==> config.mk <==
export PLATFORM = sky130hd
export DESIGN_NAME = mips_test_sequencer
export DESIGN_NICKNAME = d
export VERILOG_FILES = /design/src/rtl/mips_test_sequencer.sv
export SDC_FILE = /design/constraint.sdc
export NUM_CORES = 1
export LEC_CHECK = 0
export BUFFER_PORTS_ARGS = -buffer_cell sky130_fd_sc_hd__buf_4
export CAP_MARGIN = 20
export CORE_MARGIN = 2
export CORE_UTILIZATION = 44
export DETAILED_ROUTE_END_ITERATION = 8
export PLACE_DENSITY = 0.94
export REMOVE_ABC_BUFFERS = 1
export SYNTH_ARGS = -nofsm -noshare
export SYNTH_HDL_FRONTEND = slang
export SYNTH_SLANG_ARGS = --single-unit
==> constraint.sdc <==
create_clock -name CLK -period 3.35 [get_ports CLK]
set_input_delay 0.67 -clock CLK [delete_from_list [all_inputs] [get_ports CLK]]
set_output_delay 0.67 -clock CLK [all_outputs]
set_load 0.05 [all_outputs]
==> src/rtl/mips_test_sequencer.sv <==
`default_nettype none
// +--------------------------------------------------------------------------+
// | mips_test_sequencer: holds a single-cycle MIPS core in reset, loads its   |
// | instruction memory, runs it to a halt PC or timeout and checks Result.   |
// | Revision: 1.0                                                            |
// +--------------------------------------------------------------------------+
module mips_test_sequencer #(
  parameter int DATA_W     = 32,
  parameter int PROG_DEPTH = 16,
  parameter int ADDR_W     = $clog2(PROG_DEPTH),
  parameter int RST_CYCLES = 3,
  parameter int RUN_CYCLES = 500,
  parameter int CNT_W      = 16
) (
  input  logic              CLK,
  input  logic              RST,
  input  logic              start,
  input  logic [DATA_W-1:0] prog_data,
  input  logic [DATA_W-1:0] halt_pc,
  input  logic [DATA_W-1:0] expect_result,
  input  logic [DATA_W-1:0] dut_pc,
  input  logic [DATA_W-1:0] dut_result,
  output logic [ADDR_W-1:0] prog_addr,
  output logic              dut_rst,
  output logic              dut_we,
  output logic [DATA_W-1:0] dut_w_ins,
  output logic              busy,
  output logic              done,
  output logic              pass,
  output logic              timeout,
  output logic [CNT_W-1:0]  cycle_count
);

  localparam int HOLD_W = (RST_CYCLES > 1) ? $clog2(RST_CYCLES) : 1;
  localparam logic [HOLD_W-1:0] c_HOLD_LAST = HOLD_W'(RST_CYCLES - 1);
  localparam logic [ADDR_W-1:0] c_ADDR_LAST = ADDR_W'(PROG_DEPTH - 1);
  localparam logic [CNT_W-1:0]  c_CNT_LAST  = CNT_W'(RUN_CYCLES - 1);

  typedef enum logic [2:0] {
    S_IDLE  = 3'd0,
    S_HOLD  = 3'd1,
    S_LOAD  = 3'd2,
    S_RUN   = 3'd3,
    S_CHECK = 3'd4,
    S_DONE  = 3'd5
  } state_t;

  state_t              r_state;
  logic [HOLD_W-1:0]   r_hold_cnt;
  logic                r_live;
  logic [ADDR_W-1:0]   r_prog_addr;
  logic                r_dut_rst;
  logic                r_dut_we;
  logic [DATA_W-1:0]   r_dut_w_ins;
  logic                r_busy;
  logic                r_done;
  logic                r_pass;
  logic                r_timeout;
  logic [CNT_W-1:0]    r_cycle_count;

  always_ff @(posedge CLK) begin
    if (RST) begin
      r_state       <= S_IDLE;
      r_hold_cnt    <= '0;
      r_live        <= 1'b0;
      r_prog_addr   <= '0;
      r_dut_rst     <= 1'b1;
      r_dut_we      <= 1'b0;
      r_dut_w_ins   <= '0;
      r_busy        <= 1'b0;
      r_done        <= 1'b0;
      r_pass        <= 1'b0;
      r_timeout     <= 1'b0;
      r_cycle_count <= '0;
    end else begin
      case (r_state)
        S_IDLE, S_DONE: begin
          if (start) begin
            r_state       <= S_HOLD;
            r_busy        <= 1'b1;
            r_done        <= 1'b0;
            r_pass        <= 1'b0;
            r_timeout     <= 1'b0;
            r_cycle_count <= '0;
            r_hold_cnt    <= '0;
          end
        end
        S_HOLD: begin
          if (r_hold_cnt == c_HOLD_LAST) begin
            r_state     <= S_LOAD;
            r_prog_addr <= '0;
          end else begin
            r_hold_cnt <= r_hold_cnt + 1'b1;
          end
        end
        S_LOAD: begin
          r_dut_w_ins <= prog_data;
          r_dut_we    <= 1'b1;
          if (r_prog_addr == c_ADDR_LAST) begin
            r_state <= S_RUN;
            r_live  <= 1'b0;
          end else begin
            r_prog_addr <= r_prog_addr + 1'b1;
          end
        end
        S_RUN: begin
          // First RUN cycle still carries the last write; the core is released after it.
          if (!r_live) begin
            r_live    <= 1'b1;
            r_dut_rst <= 1'b0;
            r_dut_we  <= 1'b0;
          end else if (dut_pc == halt_pc) begin
            r_state <= S_CHECK;
          end else if (r_cycle_count == c_CNT_LAST) begin
            r_state   <= S_CHECK;
            r_timeout <= 1'b1;
          end else begin
            r_cycle_count <= r_cycle_count + 1'b1;
          end
        end
        S_CHECK: begin
          r_pass    <= !r_timeout && (dut_result == expect_result);
          r_dut_rst <= 1'b1;
          r_busy    <= 1'b0;
          r_done    <= 1'b1;
          r_live    <= 1'b0;
          r_state   <= S_DONE;
        end
        default: begin
          r_state <= S_IDLE;
        end
      endcase
    end
  end

  assign prog_addr   = r_prog_addr;
  assign dut_rst     = r_dut_rst;
  assign dut_we      = r_dut_we;
  assign dut_w_ins   = r_dut_w_ins;
  assign busy        = r_busy;
  assign done        = r_done;
  assign pass        = r_pass;
  assign timeout     = r_timeout;
  assign cycle_count = r_cycle_count;

endmodule
`default_nettype wire

==> impl.org <==
** Clocking
- The number of gates resized after CTS was 0.
- Max H-tree Level :: 3
- The clock passes through at most 2 buffers.
- Clock tree synthesis selected as its root buffer the cell sky130_fd_sc_hd__clkbuf_8.
- CTS tree :: done
- The later pin in the worst-skew pair is clocked with a latency of 0.34 ns.
- Hold-fix buffers, CTS :: 0
- The number of clock buffers added by TritonCTS is 9.
- Number of buffers added for setup after CTS :: 0
- Clock tree sinks :: 64
- Reg clk slew, reported paths :: 0.07 ns

** Floorplanning
- Chip height :: 93.76 um
- The floorplan step defined a die boundary enclosing 0.008790 mm2.
- In this run the horizontal extent of the chip is 93.76 um.
- In this run the core area contains 32 standard-cell rows.
- For this configuration, the core starts out at a cell density of 45.63%.
- Top-Level Pins :: 221
- Core area :: 0.007767 mm2

** Synth
- Yosys printed 0 warnings.
- After synthesis, the largest family of logic cells by area is simple AND/OR/NAND/NOR gates.
- Yosys attributes the largest share of cell area to sky130_fd_sc_hd__dfxtp_1 (36%), sky130_fd_sc_hd__xor2_1 (12%), sky130_fd_sc_hd__nand2_1 (9.0%).
- Post-synthesis xor/xnor area fraction :: 16.80%
- Most common cell in the synthesized netlist :: sky130_fd_sc_hd__nand2_1
- Post-synthesis compound-gate area fraction :: 14.75%
- In the synthesized netlist, mux cells make up 1.483% of the area.
- The mapped netlist covers 0.003545 mm2.
- Mean instance size in the synthesized netlist :: 8.111 um2
- The synthesized netlist devotes 1.059% of its cell area to adder and majority cells.
- The share of synthesized area in the top cell type comes to 36.15%.
- After Yosys synthesis, and, or, nand and nor cells account for 26.26% of the synthesized area.
- Summed over all instances, the cell type with the most area after synthesis is sky130_fd_sc_hd__dfxtp_1.
- Dominant register cell in the synthesized netlist :: sky130_fd_sc_hd__dfxtp_1
- Sequential cells were found to cover 36.15% of the synthesized design area.
- Cells after synthesis :: 437
- In this run, synthesis produced a sequential element count of 64.
- Distinct cells, synth :: 57
- For this run, asynchronously set or reset flops after synthesis account for 0%.
- In the synthesized netlist, the cells that appear most often are sky130_fd_sc_hd__nand2_1 (85), sky130_fd_sc_hd__dfxtp_1 (64), sky130_fd_sc_hd__xor2_1 (49).
- In this run, synthesis inferred 0 flip-flops with an integrated enable.

** Critical path
- STA classifies the critical path startpoint as a primary input.
- Largest fanout on the critical path :: 15
- Traced cell by cell, the critical path runs through buf_4 > xor2_1 > nor4_1 > nand4_1 > nor2_4 > o31a_1 > mux2_2.
- The critical path is of the primary input to register type.
- Path depth of the worst reg2reg path :: 5
- In this run the critical register-to-register path is launched from r_state[0].
- Category of the worst setup path capture point :: register
- Start point of the critical path :: halt_pc[27]
- The setup check on the worst reg-to-reg path leaves a slack of 1.17 ns.
- Worst Path Required :: 3.63 ns
- The worst register-to-register path ends at cycle_count[0].
- Master of the slowest instance on the critical path :: sky130_fd_sc_hd__o31a_1
- Count of buffer and inverter cells on the critical path :: 1
- Category of cells accounting for the largest share of critical-path delay :: simple AND/OR/NAND/NOR gates
- Data arrives at the worst endpoint at 2.67 ns.
- Slowest cell delay on critical path :: 0.42 ns

** Timing
- Setup repair after global routing left no endpoint under its margin.
- The total count of hold-check failures in the final report came to 0.
- Headroom to the max-slew limit came out at 58.91%.
- For this run, the top clock speed supported by timing is 419.9 MHz.
- Share of the clock period used by the worst path after layout :: 71.09%
- Final count of pins violating max slew :: 0
- The clock period could shrink to 2.381 ns.
- Worst-case clock skew :: 0.009823 ns
- Final setup fails :: 0
- Actual slew at the worst max-slew pin :: 0.6107 ns
- Setup total negative slack on the finished layout was measured at 0 ns.
- The tightest hold path in the finished design has a slack of 0.4566 ns.

** GRT
- M2 GR Usage :: 48.10%
- Number of antenna violations at the first check in global routing :: 0
- Entering global routing, the biggest net connects 53 pins.
- Total global routing overflow :: 0
- Global-route wire length before repair :: 17880 um
- After global routing, the most crowded layer is met2.
- For met1 alone, demand over resource in global routing was 27.66%.
- Grt met3 use :: 4.976%
- Via count of the first global-routing pass :: 3825
- In the global route stage, overall resource usage came out at 25.71%.

** Placement
- The congestion estimate from routability-driven global placement came to 0.9230.
- Once detailed placement completed, the half-perimeter wirelength came to 9324 um.
- During placement, the flow inserted port buffers numbering 220.
- Post-detailed-placement cell area :: 0.005225 mm2

** Pwr
- Total power :: 1.841 mW
- Peak supply drop :: 190.9 uV
- In this run the power density over the cells is 337.2 mW/mm2.
- Static leakage :: 2.380 nW

** Final layout
- Nets :: 814
- The multi-input combinational cells in the finished layout cover a total of 0.002142 mm2.
- The number of antenna diodes in the final layout is 0.
- Area growth from synthesis to layout :: 54.08%
- Fill cells in the final layout number 568.
- Final cell area excluding filler cells :: 0.005461 mm2
- Storage cell area :: 0.001281 mm2
- In the final layout, the share of cells above drive strength 1 is 38.44%.

** Min path
- Hold Crit Endpoint :: dut_w_ins[31]
- The worst hold path begins at dut_w_ins[31].
- Number of cells on the worst hold path :: 2
- Worst hold path type :: register to register

** Drt
- Detailed-routing iteration count for the pre-antenna-repair pass :: 5
- Per-cell routed wire length :: 15.57 um
- DRT antenna net count :: 0
- Violation count after the first detailed-route iteration :: 330
- Wires add up to 11760 um.
- Vias after detailed routing :: 4116
- Dividing the detail-routed via count by the number of cells gives 5.452.
- Remaining routing DRC violations :: 0

** Status
- The flow ran to the end, and the final reports show no timing, DRC or antenna violations.

** Flow run
- Max-cap violations in this run came to 0.
==> cells in the final DEF (no fill, tap or decap), types with 3 or more instances in the layout <==
cell / n
sky130_fd_sc_hd__buf_4: 220
sky130_fd_sc_hd__nand2_1: 85
sky130_fd_sc_hd__dfxtp_1: 64
sky130_fd_sc_hd__xor2_1: 49
sky130_fd_sc_hd__a21oi_1: 43
sky130_fd_sc_hd__nor2_1: 25
sky130_fd_sc_hd__xnor2_1: 19
sky130_fd_sc_hd__nor4_1: 17
sky130_fd_sc_hd__nand3_1: 13
sky130_fd_sc_hd__clkbuf_8: 10
sky130_fd_sc_hd__nand4_1: 9
sky130_fd_sc_hd__nor3_1: 8
sky130_fd_sc_hd__o21ai_0: 8
sky130_fd_sc_hd__inv_1: 6
sky130_fd_sc_hd__a221o_1: 5
sky130_fd_sc_hd__or3_1: 4
sky130_fd_sc_hd__a22o_1: 4
sky130_fd_sc_hd__o211ai_1: 4
sky130_fd_sc_hd__nor2b_1: 3
sky130_fd_sc_hd__mux2i_1: 3
sky130_fd_sc_hd__ha_1: 3
==> metrics by stage <==
step                instances  worst slack [ns]  util, %
finish                    755            0.9685    70.31
global placement          738            0.7920    67.27
CTS                       754             1.001    70.12
global route              755            0.8021    70.31
floorplan                 416             1.062        -
detailed placement        738            0.6566    67.27
==> report_power, final <==
part	internal, mW	switching, mW	leakage, nW	total, mW
sequential	0.770	0.0114	0.516	0.782
combinational	0.185	0.141	1.76	0.327
clock	0.438	0.295	0.106	0.733
total	1.39	0.448	2.38	1.84
==> worst min-delay path, cell delays in order (launching register included) <==
cell and delay (ns):
sky130_fd_sc_hd__dfxtp_1 0.31, sky130_fd_sc_hd__nand2_1 0.05, sky130_fd_sc_hd__a21oi_1 0.05
==> final cells by class <==
class                   count  area share, %
clock inverters             5          1.466
repair buffers            221          30.52
clock buffers              11          2.589
inverters                   6         0.4124
well taps                 102          2.337
multi-input cells         346          39.22
flip-flops and latches     64          23.46
==> registers in the layout (all words and copies together) (netlist names), 2 cells and up <==
signal       flops
cycle_count     16
prog_addr        4
dut_w_ins       32
r_state          3
r_hold_cnt       2
==> metal layers <==
layer	share of wire, %	up-vias
li1	-	1960
met1	37	1875
met2	52	250
met3	7.9	31
met4	3.5	0
met5	0	-
==> how the worst max path moves through the flow <==
stage                           end  slack [ns]  depth (start not counted)
finish               cycle_count[0]        0.97                          7
global route         cycle_count[0]        0.80                          7
CTS                  cycle_count[0]        1.00                          7
detailed placement   cycle_count[6]        0.66                          7
global placement     cycle_count[0]        0.79                          7
floorplan           cycle_count[15]        1.06                          6
==> cells by family after synthesis <==
family	Yosys count
xor+xnor	68
mux	5
fa+ha+maj	3
buf+inv	27
compound gates	83
simple gates	187
flops	64
Power figures use the tool's default switching activity.
